<file path="src/rtl/alu_pkg.sv">
// Shared definitions for the ALU register sequencer: opcode map,
// FSM state encoding and a small opcode helper.
package alu_pkg;

    // ALU opcode map (4-bit)
    localparam logic [3:0] OP_ZERO   = 4'h0;
    localparam logic [3:0] OP_PASS_A = 4'h1;
    localparam logic [3:0] OP_PASS_B = 4'h2;
    localparam logic [3:0] OP_NOT_A  = 4'h3;
    localparam logic [3:0] OP_INC_A  = 4'h4;
    localparam logic [3:0] OP_DEC_A  = 4'h5;
    localparam logic [3:0] OP_RSVD   = 4'h6;
    localparam logic [3:0] OP_ADD    = 4'h7;
    localparam logic [3:0] OP_SUB    = 4'h8;
    localparam logic [3:0] OP_AND    = 4'h9;
    localparam logic [3:0] OP_OR     = 4'hA;
    localparam logic [3:0] OP_XOR    = 4'hB;
    localparam logic [3:0] OP_SHL    = 4'hC;
    localparam logic [3:0] OP_SHR    = 4'hD;
    localparam logic [3:0] OP_SLTU   = 4'hE;
    localparam logic [3:0] OP_PARITY = 4'hF;

    // Sequencer FSM states
    typedef enum logic [1:0] {
        S_IDLE    = 2'd0,
        S_ISSUE   = 2'd1,
        S_CAPTURE = 2'd2,
        S_RESP    = 2'd3
    } state_t;

    // The reserved opcode leaves the ALU output undefined
    function automatic logic is_rsvd(input logic [3:0] op);
        return (op == OP_RSVD);
    endfunction

endpackage

</file>
<file path="src/rtl/alu_regfile.sv">
// NREG x DATA_W register file: two asynchronous read ports, one
// synchronous write port, index 0 hardwired to zero, cleared on reset.
module alu_regfile
    import alu_pkg::*;
#(
    parameter int DATA_W = 32,
    parameter int NREG   = 8,
    parameter int REG_AW = 3
) (
    input  logic              clk,
    input  logic              rst,
    input  logic [REG_AW-1:0] i_ra,
    input  logic [REG_AW-1:0] i_rb,
    output logic [DATA_W-1:0] o_rd_a,
    output logic [DATA_W-1:0] o_rd_b,
    input  logic              i_we,
    input  logic [REG_AW-1:0] i_wa,
    input  logic [DATA_W-1:0] i_wd
);

    logic [DATA_W-1:0] r_mem [NREG];

    // Storage: clear everything on reset, never write index 0
    always_ff @(posedge clk) begin
        if (rst) begin
            for (int i = 0; i < NREG; i++) begin
                r_mem[i] <= '0;
            end
        end else if (i_we && (i_wa != '0)) begin
            r_mem[i_wa] <= i_wd;
        end
    end

    // Read ports: index 0 always returns zero
    always_comb begin
        o_rd_a = (i_ra == '0) ? '0 : r_mem[i_ra];
        o_rd_b = (i_rb == '0) ? '0 : r_mem[i_rb];
    end

endmodule

</file>
<file path="src/rtl/alu_reg_sequencer.sv">
// Command front/back end for the combinational ALU. Reads operands from
// the local register file, drives registered A/B/opcode to the ALU, one
// cycle later captures the ALU output, writes it back and presents it on
// the result port.
//
// Handshake: a transfer happens on a rising edge where valid and ready
// are both high. cmd_* is accepted only in IDLE (cmd_ready=1); a producer
// holds cmd_valid and its payload until then. res_valid, once high, holds
// res_data/res_rd/res_err stable until the edge where res_ready is high.
module alu_reg_sequencer
    import alu_pkg::*;
#(
    parameter int DATA_W = 32,
    parameter int NREG   = 8,
    parameter int REG_AW = 3
) (
    input  logic              clk,
    input  logic              rst,
    input  logic              cmd_valid,
    output logic              cmd_ready,
    input  logic [3:0]        cmd_op,
    input  logic [REG_AW-1:0] cmd_rd,
    input  logic [REG_AW-1:0] cmd_ra,
    input  logic [REG_AW-1:0] cmd_rb,
    input  logic              cmd_imm_sel,
    input  logic [DATA_W-1:0] cmd_imm,
    output logic [DATA_W-1:0] alu_a,
    output logic [DATA_W-1:0] alu_b,
    output logic [3:0]        alu_opcode,
    input  logic [DATA_W-1:0] alu_out,
    output logic              res_valid,
    input  logic              res_ready,
    output logic [DATA_W-1:0] res_data,
    output logic [REG_AW-1:0] res_rd,
    output logic              res_err,
    output logic [1:0]        dbg_state
);

    state_t            r_state;
    state_t            w_next_state;
    logic [REG_AW-1:0] r_rd;
    logic [DATA_W-1:0] w_reg_a;
    logic [DATA_W-1:0] w_reg_b;
    logic              w_accept;
    logic              w_capture;
    logic              w_res_done;
    logic              w_rsvd;
    logic              w_we;

    alu_regfile #(
        .DATA_W (DATA_W),
        .NREG   (NREG),
        .REG_AW (REG_AW)
    ) u_regfile (
        .clk    (clk),
        .rst    (rst),
        .i_ra   (cmd_ra),
        .i_rb   (cmd_rb),
        .o_rd_a (w_reg_a),
        .o_rd_b (w_reg_b),
        .i_we   (w_we),
        .i_wa   (r_rd),
        .i_wd   (alu_out)
    );

    // State register
    always_ff @(posedge clk) begin
        if (rst) begin
            r_state <= S_IDLE;
        end else begin
            r_state <= w_next_state;
        end
    end

    // Next-state logic: fixed IDLE -> ISSUE -> CAPTURE -> RESP ring
    always_comb begin
        w_next_state = r_state;
        case (r_state)
            S_IDLE:    if (cmd_valid) w_next_state = S_ISSUE;
            S_ISSUE:   w_next_state = S_CAPTURE;
            S_CAPTURE: w_next_state = S_RESP;
            S_RESP:    if (res_ready) w_next_state = S_IDLE;
            default:   w_next_state = S_IDLE;
        endcase
    end

    // State-decoded controls; write-back is suppressed for the reserved opcode
    always_comb begin
        cmd_ready  = (r_state == S_IDLE);
        w_accept   = cmd_valid && cmd_ready;
        w_capture  = (r_state == S_CAPTURE);
        w_res_done = (r_state == S_RESP) && res_ready;
        w_rsvd     = is_rsvd(alu_opcode);
        w_we       = w_capture && !w_rsvd;
        dbg_state  = r_state;
    end

    // Operand launch on accept, result capture one cycle after issue
    always_ff @(posedge clk) begin
        if (rst) begin
            alu_a      <= '0;
            alu_b      <= '0;
            alu_opcode <= '0;
            r_rd       <= '0;
            res_valid  <= 1'b0;
            res_data   <= '0;
            res_rd     <= '0;
            res_err    <= 1'b0;
        end else begin
            if (w_accept) begin
                alu_a      <= w_reg_a;
                alu_b      <= cmd_imm_sel ? cmd_imm : w_reg_b;
                alu_opcode <= cmd_op;
                r_rd       <= cmd_rd;
            end
            if (w_capture) begin
                res_data  <= w_rsvd ? '0 : alu_out;
                res_rd    <= r_rd;
                res_err   <= w_rsvd;
                res_valid <= 1'b1;
            end else if (w_res_done) begin
                res_valid <= 1'b0;
            end
        end
    end

endmodule

</file>
<file path="config.mk">
export PLATFORM = sky130hd
export DESIGN_NAME = alu_reg_sequencer
export DESIGN_NICKNAME = d
export VERILOG_FILES = /design/src/rtl/alu_pkg.sv /design/src/rtl/alu_regfile.sv /design/src/rtl/alu_reg_sequencer.sv
export SDC_FILE = /design/constraint.sdc
export NUM_CORES = 1
export LEC_CHECK = 0
export CAP_MARGIN = 15
export CORE_UTILIZATION = 45
export CTS_CLUSTER_DIAMETER = 100
export DETAILED_ROUTE_END_ITERATION = 8
export PLACE_DENSITY_LB_ADDON = 0.05
export SYNTH_ARGS = -nofsm -noshare
export SYNTH_HDL_FRONTEND = slang
export SYNTH_HIERARCHICAL = 1
export SYNTH_SLANG_ARGS = --single-unit
export TNS_END_PERCENT = 1
</file>
<file path="constraint.sdc">
create_clock -name clk -period 3 [get_ports clk]
set_clock_uncertainty 0.15 [all_clocks]
set_input_delay 0.6 -clock clk [delete_from_list [all_inputs] [get_ports clk]]
set_output_delay 0.6 -clock clk [all_outputs]
set_load 0.05 [all_outputs]
</file>
-- Yosys cells after proc, flatten, opt, wreduce, memory -nomap -nowiden
Memory sizes are Yosys's and may differ from the RTL's.
Index checks and enable logic that the tools add are counted.
- muxes and demuxes: 17
- reduce and logical (&&, ||, !) cells: 12
- equal/unequal tests: 6
- operators with widths (operator ; count):
    32-bit two-way mux ; 5
    32-bit OR reduction ; 1
    1-bit two-way mux ; 8
    2-bit case mux with 4 select lines ; 1
    3-bit zero test ; 2
    2-bit equality test (second input constant) ; 2
    4-bit by 3-bit equality test with 1-bit output (second input constant) ; 1
    1-bit logical AND ; 4
    2-bit two-way mux ; 2
    2-bit inequality test (second input constant) ; 2
    3-bit two-way mux ; 1
    3-bit nonzero test ; 1
    2-bit by 1-bit equality test with 1-bit output (second input constant) ; 1
    2-bit zero test ; 1
    2-bit AND reduction ; 1
    2-bit nonzero test ; 1
    1-bit zero test ; 1
- memories: 1
- register bits after elaboration: 110
- memory bits (writable): 256
- word-level logic and storage cells: 45
- memory list (memory ; depth ; bits a word ; rd ports ; clocked after memory_dff ; write ports ; RTL line ; text):
    u_regfile.r_mem ; 8 ; 32 ; 2 ; 0 ; 8 ; alu_regfile.sv:21 ; logic [DATA_W-1:0] r_mem [NREG];

-- Depth between registers and ports, before layout
- depth after elaboration: 9
- gate-level depth with buffers: 8
- depth with buffers taken out: 6

-- By module
Netlist, hierarchy kept.
- modules (own cells, without submodules) (module ; cells each ; instances ; area each (um2)):
    alu_regfile ; 880 ; 1 ; 12643.4
    alu_reg_sequencer ; 420 ; 1 ; 4045.1

-- Worst setup path after synthesis
Ideal clock, no wire load.
- path kind: flip-flop to flip-flop
- from: register r_state[1] (netlist: dbg_state[1])
- to: memory u_regfile.r_mem[5][0] (enable)
- slack: -0.178 ns
- path buffers: 1
- data required time: 2.459 ns
- stages on the path, launching flop included: 7
- arrival: 2.637 ns
- path through: dfxtp_1 > ha_1 > buf_2 > and2b_2 > or3b_4 > nor2_4 > or2_1
- RTL lines (what ; RTL line ; text):
    start: declaration ; alu_reg_sequencer.sv:39 ; state_t r_state;
    start signal: assignment ; alu_reg_sequencer.sv:71 ; r_state <= w_next_state;
    end: declaration ; alu_regfile.sv:21 ;

-- Worst setup path after layout
- from: register r_state[0] (netlist: dbg_state[0])
- to: output port cmd_ready
- cells in the longest elaborated chain, start to end: 1
- ends and longest elaborated chain (what ; RTL line ; text):
    2-bit zero test ; alu_reg_sequencer.sv:89 ; cmd_ready = (r_state == S_IDLE);
    end: declaration ; alu_reg_sequencer.sv:20 ; output logic cmd_ready,
Every way passes these cells.

==> impl_results.md <==
* Post-synth ARST share at 0
* Worst setup margin at between 0.2 and 0.25 ns
* Placed Cells at between 1.5k and 2k
* Port-buffer cells at roughly 190
* Global-route wire length before repair at 73730 um
* Row count at 70
* Compound-Gate Fraction of Synth Area at 0.1561
* Synth Area in XOR/XNOR at 0
* Hold crit path type: reg2reg
* Finished Core Util at 0.5540
* CTS Sinks at approximately 330
* I/O pin count at 190
* Clock group share of total power at 0.354
* Sw frac at 0.3120
* Placeable Area at 36520 um2
* Post-route minimum period at roughly 2.8 ns
* TritonCTS Buffers at 38
* Crit. Startpoint: dbg_state[0]
* Via-per-instance ratio at 5.783
* Via count at between 10k and 15k
* Yosys warns at 6
* Setup bufs post-CTS at 0
* Pint at 9410 uW
* Largest family of logic cells by synthesized area: compound AO/OA/AOI/OAI gates
* Sequential power share at 0.406
* Wirelength per Cell at about 25 um
* Final Hold Vio Count at 0
* Final slew viol count at 0
* WS Path Type: reg2out
* Fraction of layout cells with a size suffix above 1 at 0.1910
* Clk slew on worst S/H paths at 0.06 ns
* Fillcell total at 3083
* Crit end category: output pin
* Hold Worst Slack at about 0.3 ns
* Final wirelength at approximately 49000 um
* Post-synth EDFFs at between 200 and 250
* Met1 usage at 0.3691
* Half-perimeter wire length after placement at between 20000 and 30000 um
* Synthesis-to-finish area growth at 21.24%
* Die footprint at about 38000 um2
* GRT overflow at 0
* Die Width at 194.6 um
* CTS tree: built
* Fmax at ~360 MHz
* Fin crit share at 0.9300
* GR peak layer: met2
* H-tree depth at 2
* Met2 GRT Util at 0.4095
* Largest net degree at the start of global routing at between 50 and 60
* Vias in the first global route at around 11k
* Outcome: complete, no violations
* Crit path max fanout at 5
* Slowest CP cell: clkdlybuf4s50_1
* 1st-iter DRT viols at between 600 and 700
* #FFs+latches synth at approximately 330
* Gr usage total at 0.2604
* Post-cts resize count at 0
* Worst relative slew slack at 0.2085
* Simple-gate share of the synthesized area at 0.1213
* Pre-CTS WS at ~0.3 ns
* Mux share of post-synthesis cell area at 0.1392
* CP required at 2.25 ns
* First-pass DRT Iterations at 5
* Worst skew pair latency at approximately 0.53 ns
* Met3 GRT Util at 0.04720
* Initial antenna violation count at 1
* Clock root buffer master: clkbuf_16
* NumNets Final at 1548
* Mapped cell area at 16690 um2
* Hold buffer count at cts at 0
* CP Cell Sequence: inv_1 > ha_1 > clkdlybuf4s50_1
* Mapped Nets at 1385
* Worst-margin pin slew at around 1.2 ns
* Startpoint Class: flip-flop
* Final setup fails at 0
* P_leak at just under 0.008 uW
* Dominant synthesized flop cell: edfxtp_1
* Post-synthesis sequential area ratio at 0.5350
* Worst Setup EP: cmd_ready
* Reg2Reg Launch Point: alu_opcode[0]
* Mean Syn Cell Area at about 13 um2
* Worst path depth at 3
* Die H at between 150 and 200 um
* Max VDD drop at approximately 0.35 mV
* Adder-cell share of the synthesized area at 0.002249
* Starting Density at 0.4569
* Reported max-cap violation count at 0
* Routed Antenna Nets at 0
* GP Congestion at 0.8025
* Cell Pwr Density at around 680 nW/um2
* R2R cell count at 5
* Synth Instances at ~1.3k
* CTS max path bufs at 3
* Final std cells w/o fill at 1961
* Commonest cells after routing, fill and taps aside: and2_1 (224), edfxtp_1 (224), clkdlybuf4s50_1 (181), mux2i_1 (160), dfxtp_1 (110)
* Largest stage delay on the critical path at 0.83 ns
* Delay-heaviest family, CP: buffers and inverters
* Logic pwr share at 0.240
* Library cells used by synthesis at 40
* DRC viols at 0
* RSZ-0062 raised after global routing: false
* CP bufs+invs at 2
* Setup Total Neg Slack at 0 ns
* R2R setup slack at between 0.2 and 0.3 ns
* R2R Path End: u_regfile/r_mem[6][9]
* Worst Path Arrival at around 2.0 ns
* Switching power total at roughly 4300 uW
-- Yosys cell counts (2+ instances only) --
master	instances	area, um2
and2_1	227	1420
edfxtp_1	224	6726
mux2i_1	160	1602
dfxtp_1	110	2202
a221oi_2	95	1426
nand2_1	83	311.6
a21oi_1	72	360.4
buf_2	60	300.3
mux2_1	44	495.5
o21ai_0	31	155.2
a221oi_1	28	245.2
a22o_2	28	280.3
buf_6	28	315.3
mux2_2	20	225.2
buf_4	11	82.58
nor2_1	10	37.54
nor2b_1	9	56.30
clkbuf_1	8	30.03
or2_1	7	43.79
a211oi_1	6	45.04
buf_1	6	22.52
a22o_1	4	35.03
inv_1	4	15.01
ha_1	3	37.54
nand2b_1	3	18.77
nor2_4	3	33.78
a311oi_1	2	17.52
a311oi_2	2	30.03
-- worst register-to-register path, delay by kind of cell, from the launching register on --
family           cells  cell delay, ns
and+or+nand+nor      5            1.82
DFF                  1            0.35
-- layer usage --
layer  routed length (um)  share of wire
met5                    0              0
met4                 1018          0.021
met2                22160           0.45
met1                22870           0.47
met3                 3095          0.063
-- registers in the layout, summed over array words and instances (netlist names) --
| name | cells |
|---|---|
| res_valid | 1 |
| alu_b | 32 |
| r_rd | 3 |
| u_regfile/r_mem | 224 |
| res_err | 1 |
| res_rd | 3 |
| alu_a | 32 |
| dbg_state | 2 |
| res_data | 32 |
| alu_opcode | 4 |
-- cells by family after synthesis --
| kind of cell | count (synthesis) |
|---|---|
| fa+ha+maj | 3 |
| buf+inv | 118 |
| simple gates | 352 |
| mux | 224 |
| flops | 334 |
| compound gates | 269 |
-- power by group through the flow --
stage / Clock (uW) / Combinational (uW) / Sequential [uW]
floorplan: 0 / 1190 / 6530
global placement: 0 / 3270 / 5640
detailed placement: 0 / 3280 / 5650
CTS: 4920 / 3290 / 5560
global route: 5110 / 3450 / 5610
finish: 4840 / 3280 / 5560
-- per-stage QoR --
step / area, um2 / power, uW
after global placement: 18940 / 8905
after CTS: 20230 / 13770
after global routing: 20230 / 14170
after detailed placement: 18940 / 8928
after floorplan: 16690 / 7716
final: 20230 / 13680
-- area by class of cell --
class,instances,area [um2],area share
inverters,4,15.01,0.0007421
diodes,1,2.502,0.0001237
clock inverters,18,242.7,0.01200
well taps,468,585.6,0.02894
repair buffers,237,2367,0.1170
clock buffers,51,1051,0.05194
flip-flops and latches,334,8929,0.4413
multi-input cells,848,7041,0.3480
-- worst min-delay path by stage --
| stage | from | endpoint | slack (ns) | cells past startpoint |
|---|---|---|---|---|
| 3_3_place_gp | alu_a[30] | alu_a[30] | 0.29 | 2 |
| 5_1_grt | alu_a[3] | alu_a[3] | 0.33 | 2 |
| 2_1_floorplan | r_rd[1] | r_rd[1] | 0.31 | 2 |
| 3_5_place_dp | alu_a[31] | alu_a[31] | 0.30 | 2 |
| 4_1_cts | alu_a[31] | alu_a[31] | 0.31 | 2 |
| 6_report | alu_a[31] | alu_a[31] | 0.30 | 2 |
Power figures use the tool's default switching activity.
